==> config.mk <==
export PLATFORM = sky130hd
export DESIGN_NAME = bin2bcd_seq
export DESIGN_NICKNAME = d
export VERILOG_FILES = /design/src/rtl/bin2bcd_seq.sv
export SDC_FILE = /design/constraint.sdc
export NUM_CORES = 1
export LEC_CHECK = 0
export ABC_AREA = 1
export CELL_PAD_IN_SITES_DETAIL_PLACEMENT = 1
export CELL_PAD_IN_SITES_GLOBAL_PLACEMENT = 2
export CORE_UTILIZATION = 40
export CTS_BUF_LIST = sky130_fd_sc_hd__clkbuf_8
export DETAILED_ROUTE_END_ITERATION = 16
export DONT_BUFFER_PORTS = 1
export MAX_ROUTING_LAYER = met4
export PLACE_DENSITY = 0.9
export RECOVER_POWER = 100
export REMOVE_ABC_BUFFERS = 1
export SLEW_MARGIN = 30
export SYNTH_ARGS = -nofsm -noshare
export SYNTH_HDL_FRONTEND = slang
export SYNTH_SLANG_ARGS = --single-unit
==> constraint.sdc <==
create_clock -name clock -period 4.95 [get_ports clock]
set_clock_uncertainty 0.1 [all_clocks]
set_input_delay 0.99 -clock clock [delete_from_list [all_inputs] [get_ports clock]]
set_output_delay 0.99 -clock clock [all_outputs]
set_load 0.05 [all_outputs]
==> src/rtl/bin2bcd_seq.sv <==
// bin2bcd_seq: sequential binary-to-BCD converter (shift-add-3, one bit per clock).
// Feeds a seven-segment display so counts show as decimal. It also produces a
// leading-zero mask so unused high digits can be blanked. Values above the largest
// representable decimal number saturate to all nines and raise overflow.
module bin2bcd_seq #(
    parameter int WIDTH  = 27,
    parameter int DIGITS = 8
) (
    input  logic                  clock,
    input  logic                  reset,
    input  logic                  in_valid,
    output logic                  in_ready,
    input  logic [WIDTH-1:0]      bin,
    output logic [4*DIGITS-1:0]   bcd,
    output logic [DIGITS-1:0]     digit_en,
    output logic                  overflow,
    output logic                  out_valid
);

    localparam int              BCD_W   = 4 * DIGITS;
    localparam int              CNT_W   = $clog2(WIDTH + 1);
    localparam logic [63:0]     MAX_VAL = 64'(10 ** DIGITS) - 64'd1;
    localparam logic [WIDTH-1:0] MAX_BIN = MAX_VAL[WIDTH-1:0];

    typedef enum logic [1:0] {
        IDLE,
        SHIFT,
        DONE
    } stateT;

    stateT              r_state;
    logic [CNT_W-1:0]   r_bitCount;
    logic [WIDTH-1:0]   r_shift;
    logic [BCD_W-1:0]   r_scratch;
    logic               r_ovfPending;

    logic [63:0]        w_binWide;
    logic               w_overMax;
    logic [BCD_W-1:0]   w_adjusted;
    logic [DIGITS-1:0]  w_digitMask;

    assign in_ready  = (r_state == IDLE);
    assign w_binWide = 64'(bin);
    assign w_overMax = (w_binWide > MAX_VAL);

    // Add 3 to every scratch nibble that is 5 or more, so the next shift carries correctly into the next digit
    always_comb begin
        w_adjusted = r_scratch;
        for (int i = 0; i < DIGITS; i++) begin
            if (r_scratch[4*i +: 4] >= 4'd5) begin
                w_adjusted[4*i +: 4] = r_scratch[4*i +: 4] + 4'd3;
            end
        end
    end

    // Thermometer mask: enable every digit from the highest non-zero one down to digit 0
    always_comb begin : maskComb
        logic seen;
        seen        = 1'b0;
        w_digitMask = '0;
        for (int i = DIGITS - 1; i >= 0; i--) begin
            if (r_scratch[4*i +: 4] != 4'd0) begin
                seen = 1'b1;
            end
            w_digitMask[i] = seen;
        end
        w_digitMask[0] = 1'b1;
    end

    // Conversion FSM: accept a value, shift it in over WIDTH clocks, then publish all outputs together
    always_ff @(posedge clock or posedge reset) begin
        if (reset) begin
            r_state      <= IDLE;
            r_bitCount   <= '0;
            r_shift      <= '0;
            r_scratch    <= '0;
            r_ovfPending <= 1'b0;
            bcd          <= '0;
            digit_en     <= DIGITS'(1);
            overflow     <= 1'b0;
            out_valid    <= 1'b0;
        end else begin
            out_valid <= 1'b0;
            case (r_state)
                IDLE: begin
                    if (in_valid) begin
                        r_shift      <= w_overMax ? MAX_BIN : bin;
                        r_ovfPending <= w_overMax;
                        r_scratch    <= '0;
                        r_bitCount   <= CNT_W'(WIDTH);
                        r_state      <= SHIFT;
                    end
                end
                SHIFT: begin
                    r_scratch  <= {w_adjusted[BCD_W-2:0], r_shift[WIDTH-1]};
                    r_shift    <= {r_shift[WIDTH-2:0], 1'b0};
                    r_bitCount <= r_bitCount - CNT_W'(1);
                    if (r_bitCount == CNT_W'(1)) begin
                        r_state <= DONE;
                    end
                end
                DONE: begin
                    bcd       <= r_scratch;
                    overflow  <= r_ovfPending;
                    digit_en  <= w_digitMask;
                    out_valid <= 1'b1;
                    r_state   <= IDLE;
                end
                default: begin
                    r_state <= IDLE;
                end
            endcase
        end
    end

endmodule

Word-level counts from Yosys, hierarchy flattened
Cells that the tools add are included. Widths: inputs -> output; s select.

Flip-flop bits (word level): 108. Output and inout port bits: 43. Word-level logic and storage cells: 70.

$add $sub $neg: 9. Magnitude comparators: 9. Eq/ne operators: 5. Multiplexer cells: 26. Reduce and logical (&&, ||, !) cells: 12.

Operators by type and width (count): $pmux 32 s2 (1); $mux 27 (2); $pmux 27 s2 (1); $ge 4x3->1 const B (8); $mux 32 (1); $add 4x2->4 const B (7); $mux 4 (7); $reduce_bool 4->1 (7); $gt 27x27->1 const B (1); $pmux 5 s2 (1); $mux 1 (8); $reduce_and 2->1 (3); $eq 5x1->1 const B (1); $mux 5 (1); $sub 5x1->5 const B (1); $mux 2 (2); $ne 2x2->1 const B (2); $pmux 2 s2 (1); $add 3x2->3 const B (1); $mux 3 (1); $eq 2x1->1 const B (1); $eq 2x2->1 const B (1); $logic_not 2->1 (1); $reduce_bool 2->1 (1).

Longest topological paths before layout
Gate-level depths: netlist of run 1.

Depth after elaboration: 8. Depth in mapped cells: 12. Mapped depth without buffers: 11.

Worst setup path after synthesis of run 1
OpenSTA, ideal clock, no wires.

Path kind: input to register. From: input bin[11]. To: register r_shift[1]. Library setup time: 0.116 ns. Data arrival time: 1.826 ns. Data required time: 4.734 ns. Setup slack: 2.907 ns. Stages: 11. Buffers on the path: 1. Path through: nor2_2 nand2_2 nor2_2 inv_1 nor2_2 nand2_2 nand2_4 buf_6 nand2_1 nand2_1 nand2_1.

Word-level cells in the longest chain between the ends: 4.

RTL lines: from (decl) (RTL line 13) `input logic [WIDTH-1:0] bin,`; $gt 27x27->1 (RTL line 44) `assign w_overMax = (w_binWide > MAX_VAL);`; $mux 27 (RTL line 87) `r_shift <= w_overMax ? MAX_BIN : bin;`; $mux 27 (RTL line 86) `if (in_valid) begin`; $pmux 27 s2 (RTL line 84) `case (r_state)`; to (signal assigned) (RTL line 87); to (signal assigned) (RTL line 96) `r_shift <= {r_shift[WIDTH-2:0], 1'b0};`; to (decl) (RTL line 33) `logic [WIDTH-1:0] r_shift;`.

No other way between the ends. The select of a mux whose other input is x is not followed. A chain may end at the register's enable or synchronous reset.

Worst setup path in the final report of run 1
From: register r_state[1]. To: register r_shift[0].

Word-level cells in the longest chain between the ends: 3. Elaborated cells between the ends (all ways): 6. Classes of those cells: eq/ne (2); mux (1); reduce/logical (3).

RTL lines: from (decl) (RTL line 31) `stateT r_state;`; from (signal assigned) (RTL line 73) `r_state <= IDLE;`; from (signal assigned) (RTL line 91) `r_state <= SHIFT;`; from (signal assigned) (RTL line 99) `r_state <= DONE;`; $eq 2x1->1 / $logic_not 2->1 (equally long branches) (RTL line 84); $reduce_bool 2->1 (no source line) / $ne 2x2->1 (equally long branches); $reduce_and 2->1 (no source line).

Several ways; a longest one is shown, not always the timed one.

==> results summary, run 1 <==
The biggest area contributor in the post-synthesis netlist is dfrtp_1. The leakage power figure came out at 2.70 nW. In the routed design, unresolved DRC markers number 0. The post-CTS setup buffer count is 0. The number of buffers added to fix hold violations after cts is 0.

The number of sinks driven by the clock tree is 108. The clock insertion delay at the later pin of the skew report came out at 390 ps. The die height is 119 um. The initial detailed-routing violation count is 232.

The data arrival time at the worst-slack endpoint is 3530 ps. Headroom to the max-slew limit came out at -16.4%. Across the whole layout, storage elements account for 0.00270 mm^2.

Summed over all layers, the routed wires come to 13,100 um. The share of the synthesized area in the top cell type came out at 49.0%. The fraction of layout cells with a size suffix above 1 is 6.68%. The share of synthesized flip-flops with an asynchronous set or reset came out at 100%. The max-slew violation count was 109. The met1 wire length is 5910 um. The detailed-placement wirelength estimate came out at 9050 um. In the post-synthesis netlist, the biggest area contributors are dfrtp_1, nand2_1, ha_1. The predominant post-synthesis flop cell is dfrtp_1. The diode insertion count for antenna repair came out at 0. The first global-routing pass estimated 22,400 um of wire. The aggregate negative setup slack is 0 ps.

Post-CTS repair changed the size of 0 cells. The top cell types in the final layout, fill and taps aside, are nand2_1, dfrtp_1, o21ai_0, nor2_1, inv_1. The number of register bits inferred by synthesis is 108. Row generation in the floorplan step produced 42 rows. The cell area that synthesis handed to floorplanning was 0.00552 mm^2. The cell sitting at the root of the clock tree is a clkbuf_8. The clock transition time at the flip-flop clock pins of the worst setup and hold paths came out at 110 ps.

The commonest non-fill, non-tap cell in the layout is nand2_1. The H-tree was split into 3 levels. TritonCTS built the clock tree.

The routed wire length on met2 is 6480 um. The worst hold path belongs to the class flop to flop. The routed length per instance is 15.9 um. The part of the Yosys area used for sequential elements came out at 49.0%.

The routability congestion estimate came out at 0.802. The count of endpoints failing hold in the final timing report came out at 0. The clock period could shrink to 3390 ps. The number of distinct library cell variants in the gate-level netlist after synthesis came out at 36. The instance area at placement came out at 0.00557 mm^2. The layout overhead on the synthesized area is 3.17%.

Data on the critical path is required at its endpoint by 5100 ps. The count of input and output buffers is 0. The count of flip-flops with a built-in enable after synthesis came out at 0. The worst vdd rail ir drop is 0.201 mV. At the pin with the least slew margin, the transition time is 1740 ps.

Setup repair after global routing left no endpoint under its margin. The checks that failed: capacitance limit, slew limit. Dividing the detail-routed via count by the number of cells gives 5.24. The cell area after layout is 0.00569 mm^2. The wire length on met3 is 540 um. The final number of setup-violating endpoints is 0. The total power per unit cell area came out at 668 mW/mm^2.

The initial cell density of the core came out at 41.3%. Synthesis handed over a netlist of 653 instances. Counting the fill cells in the layout gives 1,617. The maximum fanout along the worst path is 45. The post-synthesis average cell area is 8.45 um^2. The via count of the first global-routing pass is 4,637. The remaining number of nets flagged by the antenna check after routing came out at 0.

The total via count after detailed routing is 4,295. The TritonCTS buffer count is 9. The run finished, with violations left. The maximum frequency from static timing analysis is 295 MHz. Across the run, the number of max-cap violations was 3.

The die extent in x is 119 um. In this run the top signal layer used is met4. The type of element capturing the critical path is a flop. For this run, the post-layout net count is 694. The total overflow left after global routing is 0. In this run the standard cell core region covers 0.0133 mm^2.

The multi-input combinational cell area came out at 0.00234 mm^2. The die covers 0.0143 mm^2. The number of antenna violations at the first check in global routing came out at 0. The total iterations of the first detailed-routing run is 5.

For this design the top-level I/O count stands at 73. The pin count of the biggest net entering global routing came out at 80. The worst setup path is of the flop to flop kind. The total global-route track usage came out at 20.3%. The Yosys warning count came out at 0. The final critical-path share of the clock period is 68.5%.

The worst-case clock buffer depth came out at 2. The startpoint type of the worst setup path is a flop.
## metal layers
metal,vias up,GRT usage (%)
met5,-,-
met4,0,5.78
met3,13,4.60
met2,84,33.7
met1,2123,24.7
li1,2075,-
## stage by stage
stage	hold WS [ps]	total power [mW]	std cells	util, %	setup WS (ps)
after CTS	385	3.92	820	43.1	2180
after global routing	426	4.18	820	42.7	1240
after detailed placement	367	3.39	804	41.7	2210
after global placement	356	3.25	804	41.7	2290
final	386	3.80	820	42.7	1560
after floorplan	331	2.92	626	-	1010
## worst max-delay path: stages, from the launching register on
cell      delay [ps]
dfrtp_1          440
nor2_4           320
clkbuf_1        1150
nor2_8           320
inv_2            550
o21ai_0          140
o21bai_2         200
## path summary, 6_finish.rpt
path	from	endpoint	slack [ps]	cells past startpoint
worst max-delay path	r_state[1]	r_shift[0]	1560	6
worst min register to register	r_bitCount[4]	r_bitCount[4]	390	1
worst min-delay path	r_bitCount[4]	r_bitCount[4]	390	1
worst max register to register	r_state[1]	r_shift[0]	1560	6
min in group asynchronous	reset	r_bitCount[0]	480	1
max in group asynchronous	reset	bcd[17]	2310	2
## report_power, final
group / switching, mW / leakage [nW] / internal, mW
sequential: 0.396 / 1.30 / 1.22
clock: 0.313 / 0.0897 / 0.196
combinational: 1.09 / 1.31 / 0.586
## Yosys cell counts, types with 2 or more instances
| cell type | n |
|---|---|
| buf_6 | 6 |
| a22oi_1 | 9 |
| nand2_2 | 12 |
| o32ai_2 | 5 |
| xor2_1 | 6 |
| o211ai_1 | 2 |
| nor2_1 | 69 |
| nand3b_1 | 2 |
| clkbuf_1 | 7 |
| nand4_1 | 4 |
| buf_4 | 3 |
| ha_1 | 25 |
| a21oi_1 | 28 |
| a31oi_1 | 2 |
| buf_2 | 10 |
| dfrtp_1 | 108 |
| nand2_1 | 150 |
| nand2_4 | 2 |
| o21ai_1 | 47 |
| nor2_2 | 7 |
| nand3_1 | 16 |
| inv_2 | 5 |
| inv_1 | 58 |
| o21ai_0 | 56 |
| o22ai_1 | 3 |
## sequential cells by signal (all words and copies together) (netlist names)
register and count:
r_state 2, digit_en 7, out_valid 1, bcd 32
overflow 1, r_ovfPending 1, r_scratch 32, r_shift 27
r_bitCount 5
## cells by family (layout without fill, tap and decap cells)
kind of cell | after synthesis | count (layout) | synth area share, %
AND/OR/NAND/NOR | 267 | 267 | 20.6
AO/OA/AOI/OAI | 155 | 155 | 15.9
flip-flops | 108 | 108 | 49.0
buffers and inverters | 91 | 82 | 7.78
adder cells (fa/ha/maj) | 25 | 25 | 5.67
XOR/XNOR | 6 | 6 | 0.952
other | 1 | 1 | 0.0680
## area by class of cell
class / count / area share [%]
Sequential cell: 108 / 47.5
Multi-Input combinational cell: 454 / 41.0
Inverter: 64 / 4.35
Tap cell: 176 / 3.87
Clock buffer: 10 / 2.42
Clock inverter: 6 / 0.725
Timing Repair Buffer: 2 / 0.132
No activity file was read; power rests on OpenSTA's default activity.
==> run 2, diff against run 1 <==
==> constraint.sdc (replaced) <==
create_clock -name clock -period 3.16 [get_ports clock]
set_clock_uncertainty 0.1 [all_clocks]
set_input_delay 0.632 -clock clock [delete_from_list [all_inputs] [get_ports clock]]
set_output_delay 0.632 -clock clock [all_outputs]
set_load 0.05 [all_outputs]
==> run 2 against run 1 <==
Effect of this change: the flow still finishes with violations (capacitance limit, slew limit); utilization up 0.48 points; critical path depth unchanged; global-route usage barely moved; power up 59%; sequential cell count is the same; cell area up 1.1%; combinational power grew 57%; hold slack lost 100 ps; cell count up 0.49%; routed wire length down 0.44%; largest cell class unchanged; largest power group unchanged.
==> results summary, run 2 (synthesized netlist as in run 1, its figures left out) <==
Setup repair after global routing left no endpoint under its margin. The total power per unit cell area was 1050 mW/mm^2 (+57%). The aggregate negative setup slack came to 0 ps (unchanged). The number of max-capacitance violations reported came out at 3 (unchanged). The core utilization of the finished layout came out at 43.1% (+0.48 points). The die height was 119 um (unchanged).

The TritonCTS clock tree is done. The layout filler cell count came out at 1,643 (+1.6%). The clock insertion delay at the later pin of the skew report was 390 ps (about the same). The number of antenna violations at the first check in global routing was 0 (unchanged).

The via count of the first global-routing pass is 4,678 (+0.88%). The total number of placement rows came out at 42 (unchanged). The maximum frequency from static timing analysis is 381 MHz (+29%). The global route total overflow is 0 (unchanged).

The total iterations of the first detailed-routing run is 4 (-1). The required time of the worst setup path is 3320 ps (-1780 ps). The startpoint identified for the worst register-to-register timing path is r_state[0]. The clock transition time at the flip-flop clock pins of the worst setup and hold paths came out at 110 ps (about the same).

The met2 capacity usage during global routing is 33.2% (-0.47 points). The endpoint identified for the worst register-to-register timing path is r_bitCount[3]. The worst setup path is of the flop to flop kind. In this run the worst setup path begins at r_state[0]. The number of sinks driven by the clock tree is 108 (unchanged). The final critical-path share of the clock period is 83.0% (+15 points). The total global-route track usage came out at 20.3% (about the same). The slew at the pin closest to its max-slew limit is 2220 ps (+487 ps). The number of vias per cell after detailed routing came out at 5.16 (-1.4%). The initial detailed-routing violation count came out at 207 (-11%). The met1 usage is 25.4% (+0.65 points). The most critical setup path has its endpoint at r_bitCount[3].

The routability congestion estimate is 0.789 (-1.6%). Leaving out fill and tap cells, the most frequent cells in the layout are nand2_1, dfrtp_1, o21ai_0, nor2_1, inv_1. The wire length of the first global-routing pass was 22,500 um (+0.50%).

The run finished, with violations left. The detailed-placement wirelength estimate came to 8990 um (-0.61%). The cell at the slowest stage of the critical path is clkbuf_1. The cell area after layout is 0.00576 mm^2 (+1.1%). The class of the tightest hold or removal check is input pin to flop. The remaining number of nets flagged by the antenna check after routing is 0 (unchanged). The minimum clock period came to 2620 ps (-765 ps). The floorplan core area came out at 0.0133 mm^2 (unchanged). The leakage power figure was 2.73 nW (+1.3%).

The post-route non-filler standard cell count came out at 824 (+0.49%). The number of buffers added to fix hold violations after cts came to 0 (unchanged). The die area is 0.0143 mm^2 (unchanged). By instance count, the cell type seen most on the critical path is o21ai_0. The routing usage on met3 is 3.21% (-1.4 points).

Leaving out fill and tap cells, the most frequent cell in the layout is nand2_1. The cell depth of the worst flop-to-flop path came out at 6 (unchanged). In the final layout, the registers with the most flip-flops are bcd: 32 flops, r_scratch: 32 flops, r_shift: 27 flops. The diode insertion count for antenna repair is 0 (unchanged). The max-slew headroom at the worst pin is -49.0% (-33 points). The die extent in x is 119 um (unchanged). The final number of setup-violating endpoints is 0 (unchanged). The delay of the slowest cell on the worst path is 1150 ps (about the same). The number of placed instances, taps included is 808 (+0.50%).

The startpoint type of the worst setup path is a flop. The instance area at placement is 0.00561 mm^2 (+0.72%). The post-cts sizing count was 0 (unchanged). The internal reg-to-reg setup slack came out at 540 ps (-1020 ps).

The fraction of layout cells with a size suffix above 1 came out at 7.10% (+0.42 points). The data arrival time at the worst-slack endpoint came out at 2790 ps (-740 ps). met2 is the most crowded layer. The I/O pin total came to 73 (unchanged). The max-slew violation count came to 128 (+17%).

The total design power is 6.04 mW (+59%). The area growth from synthesis to layout is 4.33%. The count of input and output buffers came to 0 (unchanged).

The total via count after detailed routing came out at 4,254 (-0.95%). The detailed-route DRC error count is 0 (unchanged). The count of endpoints failing hold in the final timing report is 0 (unchanged).

The worst vdd rail ir drop came to 0.276 mV (+37%). The routed length per instance came out at 15.8 um (-0.93%). The post-CTS setup buffer count came out at 0 (unchanged).

The maximum fanout along the worst path came to 31 (-31%). The root buffer cell chosen for the clock tree is clkbuf_8. The pin count of the biggest net entering global routing is 61 (-24%). The type of element capturing the critical path is a flop. The H-tree depth is 3 (unchanged). The initial cell density of the core is 41.3% (unchanged). The worst-case clock buffer depth came out at 2 (unchanged). The net count of the finished layout came to 698 (+0.58%). The TritonCTS buffer count is 9 (unchanged). The final routed wirelength across all metal layers came out at 13,000 um (-0.44%). The checks that failed: capacitance limit, slew limit. The signal on the critical path passes through inv_1 -> nor2_4 -> clkbuf_1 -> nand3_1 -> o21ai_0 -> o21ai_0.
-- run 2: cell count changes in the layout (fill, tap and decap cells not counted), sizes merged --
cell    before  now
bufinv       0    1
clkinv       4    3
buf          0    3
inv         63   64
-- run 2: how the worst min path moves through the flow --
stage	startpoint	endpoint	depth (start not counted)
after detailed placement	r_bitCount[4]	r_bitCount[4]	1
after CTS	reset	r_shift[23]	1
final	bin[8]	r_shift[8]	2
after global routing	bin[8]	r_shift[8]	2
after floorplan	r_bitCount[4]	r_bitCount[4]	1
after global placement	r_bitCount[4]	r_bitCount[4]	1
-- run 2: report_power, final --
| group | internal [mW] | switching, mW |
|---|---|---|
| logic | 0.928 | 1.71 |
| clock network | 0.371 | 0.502 |
| registers | 1.91 | 0.613 |
| total | 3.21 | 2.83 |
-- run 2: metrics by stage --
stage	setup WS (ps)	hold slack (ps)
after floorplan	-418	331
after global placement	812	354
after detailed placement	719	364
after CTS	696	105
after global routing	269	297
final	537	285
-- run 2: area by class of cell --
type | instances | area, um^2 | share of cell area (%)
Inverter | 64 | 241 | 4.19
Tap cell | 176 | 220 | 3.83
Clock inverter | 7 | 76.3 | 1.33
Clock buffer | 9 | 124 | 2.15
Timing Repair Buffer | 6 | 46.3 | 0.804
Multi-Input combinational cell | 454 | 2350 | 40.8
Sequential cell | 108 | 2700 | 46.9
-- run 2: worst max-delay path: cells and delay by family, from the launching register on --
family / cells / cell delay (ps)
buf+inv: 2 / 1230
simple gates: 2 / 500
flops: 1 / 400
compound gates: 2 / 250
-- run 2: layer usage --
layer  wire, um  share of wire (%)
met1       6040                 46
met2       6360                 49
met3        447                3.4
met4        170                1.3
met5          0                  0
==> run 3, diff against run 2 <==
--- a/config.mk
+++ b/config.mk
@@ -8,12 +8,12 @@
 export ABC_AREA = 1
 export CELL_PAD_IN_SITES_DETAIL_PLACEMENT = 1
 export CELL_PAD_IN_SITES_GLOBAL_PLACEMENT = 2
-export CORE_UTILIZATION = 40
+export CORE_UTILIZATION = 36
 export CTS_BUF_LIST = sky130_fd_sc_hd__clkbuf_8
 export DETAILED_ROUTE_END_ITERATION = 16
 export DONT_BUFFER_PORTS = 1
 export MAX_ROUTING_LAYER = met4
-export PLACE_DENSITY = 0.9
+export PLACE_DENSITY = 0.86
 export RECOVER_POWER = 100
 export REMOVE_ABC_BUFFERS = 1
 export SLEW_MARGIN = 30
==> constraint.sdc (replaced) <==
create_clock -name clock -period 2.4 [get_ports clock]
set_clock_uncertainty 0.1 [all_clocks]
set_input_delay 0.48 -clock clock [delete_from_list [all_inputs] [get_ports clock]]
set_output_delay 0.48 -clock clock [all_outputs]
set_load 0.05 [all_outputs]
==> run 3 against run 2 <==
Effect of this change: the run now ends clean; hold slack worse by 170 ps; register-to-register slack worse by 240 ps; critical path depth grew 1; non-clock buffer count grew 3; clock power grew 49%; combinational power increased by 31%; global-route usage fell by 2.1 points; clock-buffer cell count did not move; first-iteration DRC count up 20%; worst setup slack got worse by 240 ps; routed wire length increased by 0.15%; critical endpoint is now r_scratch[13].
==> results summary, run 3 (synthesized netlist as in run 1, its figures left out) <==
The flow ran to the end, and the final reports show no timing, DRC or antenna violations. The clock insertion delay at the later pin of the skew report is 400 ps (about the same). The aggregate negative setup slack is 0 ps (unchanged). The slowest stage of the critical path belongs to the cell nor2_8. The max-slew headroom at the worst pin came out at 30.1% (+79 points). The global route total overflow came to 0 (unchanged). The layout filler cell count was 1,796 (+9.3%). The logic gate share of total power came out at 42.6% (-1.1 points). The fraction of power spent switching nets is 46.4% (-0.46 points). The worst vdd rail ir drop is 0.430 mV (+56%). The data arrival time at the worst-slack endpoint is 2310 ps (-480 ps).

The detailed-placement wirelength estimate came out at 9150 um (+1.8%). The internal power came out at 4.33 mW (+35%). TritonCTS built the clock tree. The number of antenna violations at the first check in global routing came out at 0 (unchanged). The signal on the critical path passes through nor2_1 -> nand2_4 -> inv_2 -> nor2_8 -> inv_1 -> buf_4 -> o21ai_0. The total power per unit cell area is 1390 mW/mm^2 (+33%). The pin count of the biggest net entering global routing came out at 72 (+18%). The final number of setup-violating endpoints came out at 0 (unchanged).

The routing usage on met3 came out at 3.87% (+0.66 points). The critical setup path kind is flop to flop. The layout overhead on the synthesized area is 5.08%. The routed length per instance is 15.6 um (-1.2%).

The minimum clock period came out at 2100 ps (-524 ps). The total iterations of the first detailed-routing run is 4 (unchanged). Setup repair after global routing left no endpoint under its margin. The TritonCTS buffer count is 9 (unchanged). The global routing's busiest layer is met2. The library cell used most frequently in the layout, excluding fill and tap cells, is nand2_1.

The total number of placement rows came out at 44 (+4.8%). The I/O pin total was 73 (unchanged). The cell family contributing the most delay on the critical path is simple AND/OR/NAND/NOR gates.

The min-delay analysis places its worst path in the category input pin to flop. The wire length of the first global-routing pass came out at 22,100 um (-1.5%). The total via count after detailed routing was 4,274 (+0.47%). The met2 capacity usage during global routing was 30.5% (-2.7 points). The count of input and output buffers came out at 0 (unchanged). The floorplan core area is 0.0148 mm^2 (+11%).

The instance area at placement came to 0.00564 mm^2 (+0.45%). The reported net switching power was 3.75 mW (+33%). The maximum frequency from static timing analysis came out at 476 MHz (+25%). The worst path buffer plus inverter count is 3 (+1). The maximum fanout along the worst path came out at 45 (+45%). The worst hold slack across all endpoints came out at 116 ps (-170 ps). The slew at the pin closest to its max-slew limit came out at 1050 ps (-1180 ps). The final routed wirelength across all metal layers is 13,000 um (+0.15%). The total global-route track usage is 18.2% (-2.1 points). The number of vias per cell after detailed routing is 5.12 (-0.85%).

The initial cell density of the core is 37.4% (-3.9 points). The fraction of layout cells with a size suffix above 1 came out at 7.68% (+0.58 points). The type of element capturing the critical path is a flop. The largest registers in the layout are bcd: 32 flops, r_scratch: 32 flops, r_shift: 27 flops. The cell area after layout came out at 0.00580 mm^2 (+0.72%).

The H-tree depth is 3 (unchanged). The net count of the finished layout is 701 (+0.43%). Leaving out fill and tap cells, the most frequent cells in the layout are nand2_1, dfrtp_1, o21ai_0, nor2_1, inv_1. The detailed-route DRC error count came out at 0 (unchanged).

The worst-case clock buffer depth came out at 2 (unchanged). The startpoint type of the worst setup path is a flop. The required time of the worst setup path is 2620 ps (-700 ps).

The leakage power figure is 2.76 nW (+0.91%). The delay of the slowest cell on the worst path came out at 470 ps (-680 ps). The via count of the first global-routing pass is 4,532 (-3.1%).

The max-slew violation count is 0 (-100%). The clock transition time at the flip-flop clock pins of the worst setup and hold paths came out at 120 ps (about the same). The number of sinks driven by the clock tree came to 108 (unchanged). The cell sitting at the root of the clock tree is a clkbuf_8. The die extent in x is 126 um (+5.3%). The remaining number of nets flagged by the antenna check after routing is 0 (unchanged). The final critical-path share of the clock period is 87.5% (+4.4 points). The initial detailed-routing violation count came out at 248 (+20%). The diode insertion count for antenna repair was 0 (unchanged).

The total design power is 8.08 mW (+34%). The count of endpoints failing hold in the final timing report came to 0 (unchanged). The clock share of power is 16.1% (+1.6 points).

The sequential cell fraction of total power is 41.2% (-0.6 points). The die area came to 0.0158 mm^2 (+11%). The routability congestion estimate came to 0.782 (-0.86%).

The met1 usage came out at 21.9% (-3.5 points). The die height came out at 126 um (+5.3%). The number of max-capacitance violations reported is 0 (-3).
-- run 3: cell types whose count changed in the layout (fill, tap and decap cells not counted), sizes merged --
cell	before	now
clkinv	3	1
dlygate4sd3	0	1
clkbuf	12	14
inv	64	66
clkinvlp	3	2
bufinv	1	2
-- run 3: worst paths after layout --
check / to / from / slack [ps] / cells past startpoint
worst min-delay path: r_shift[17] / bin[17] / 120 / 2
max in group asynchronous: bcd[1] / reset / 560 / 3
min in group asynchronous: r_scratch[11] / reset / 540 / 2
worst max register to register: r_scratch[13] / r_state[1] / 300 / 7
worst min register to register: r_shift[1] / r_shift[1] / 390 / 2
worst max-delay path: r_scratch[13] / r_state[1] / 300 / 7
-- run 3: layout make-up --
cell class	count	area, um^2	share of cell area [%]
Multi-Input combinational cell	454	2340	40.3
Timing Repair Buffer	9	58.8	1.01
Clock buffer	9	124	2.14
Sequential cell	108	2700	46.6
Inverter	64	241	4.16
Clock inverter	7	105	1.81
Tap cell	184	230	3.97
-- run 3: worst register-to-register path: stages (launching register included) --
cell and delay [ps]:
dfrtp_1 420, nor2_1 110, nand2_4 120, inv_2 130, nor2_8 470, inv_1 160
buf_4 280, o21ai_0 230
-- run 3: power by group through the flow --
stage	registers (mW)	logic, mW	clock network, mW
4_1_cts	3.33	3.68	1.33
3_3_place_gp	3.33	3.44	0
6_report	3.33	3.45	1.30
2_1_floorplan	3.23	2.79	0
3_5_place_dp	3.36	3.65	0
5_1_grt	3.42	4.01	1.40
-- run 3: per-stage QoR --
stage          utilization [%]  cells  setup WS [ps]
3_3_place_gp              38.2    818            484
4_1_cts                   39.8    835            362
5_1_grt                   39.3    835           67.6
3_5_place_dp              38.2    818            411
2_1_floorplan                -    626          -1030
6_report                  39.3    835            301
-- run 3: what timing repair did --
item,CTS,global route
buffers inserted,0,0
hold endpoints to repair,15,0
resized for setup,0,0
hold buffers,1,0
-- run 3: per-layer routing --
layer,wire length (um),share of wire [%],up-vias
li1,-,-,2095
met1,5950,46,2091
met2,6380,49,76
met3,540,4.1,12
met4,165,1.3,0
met5,0,0,-
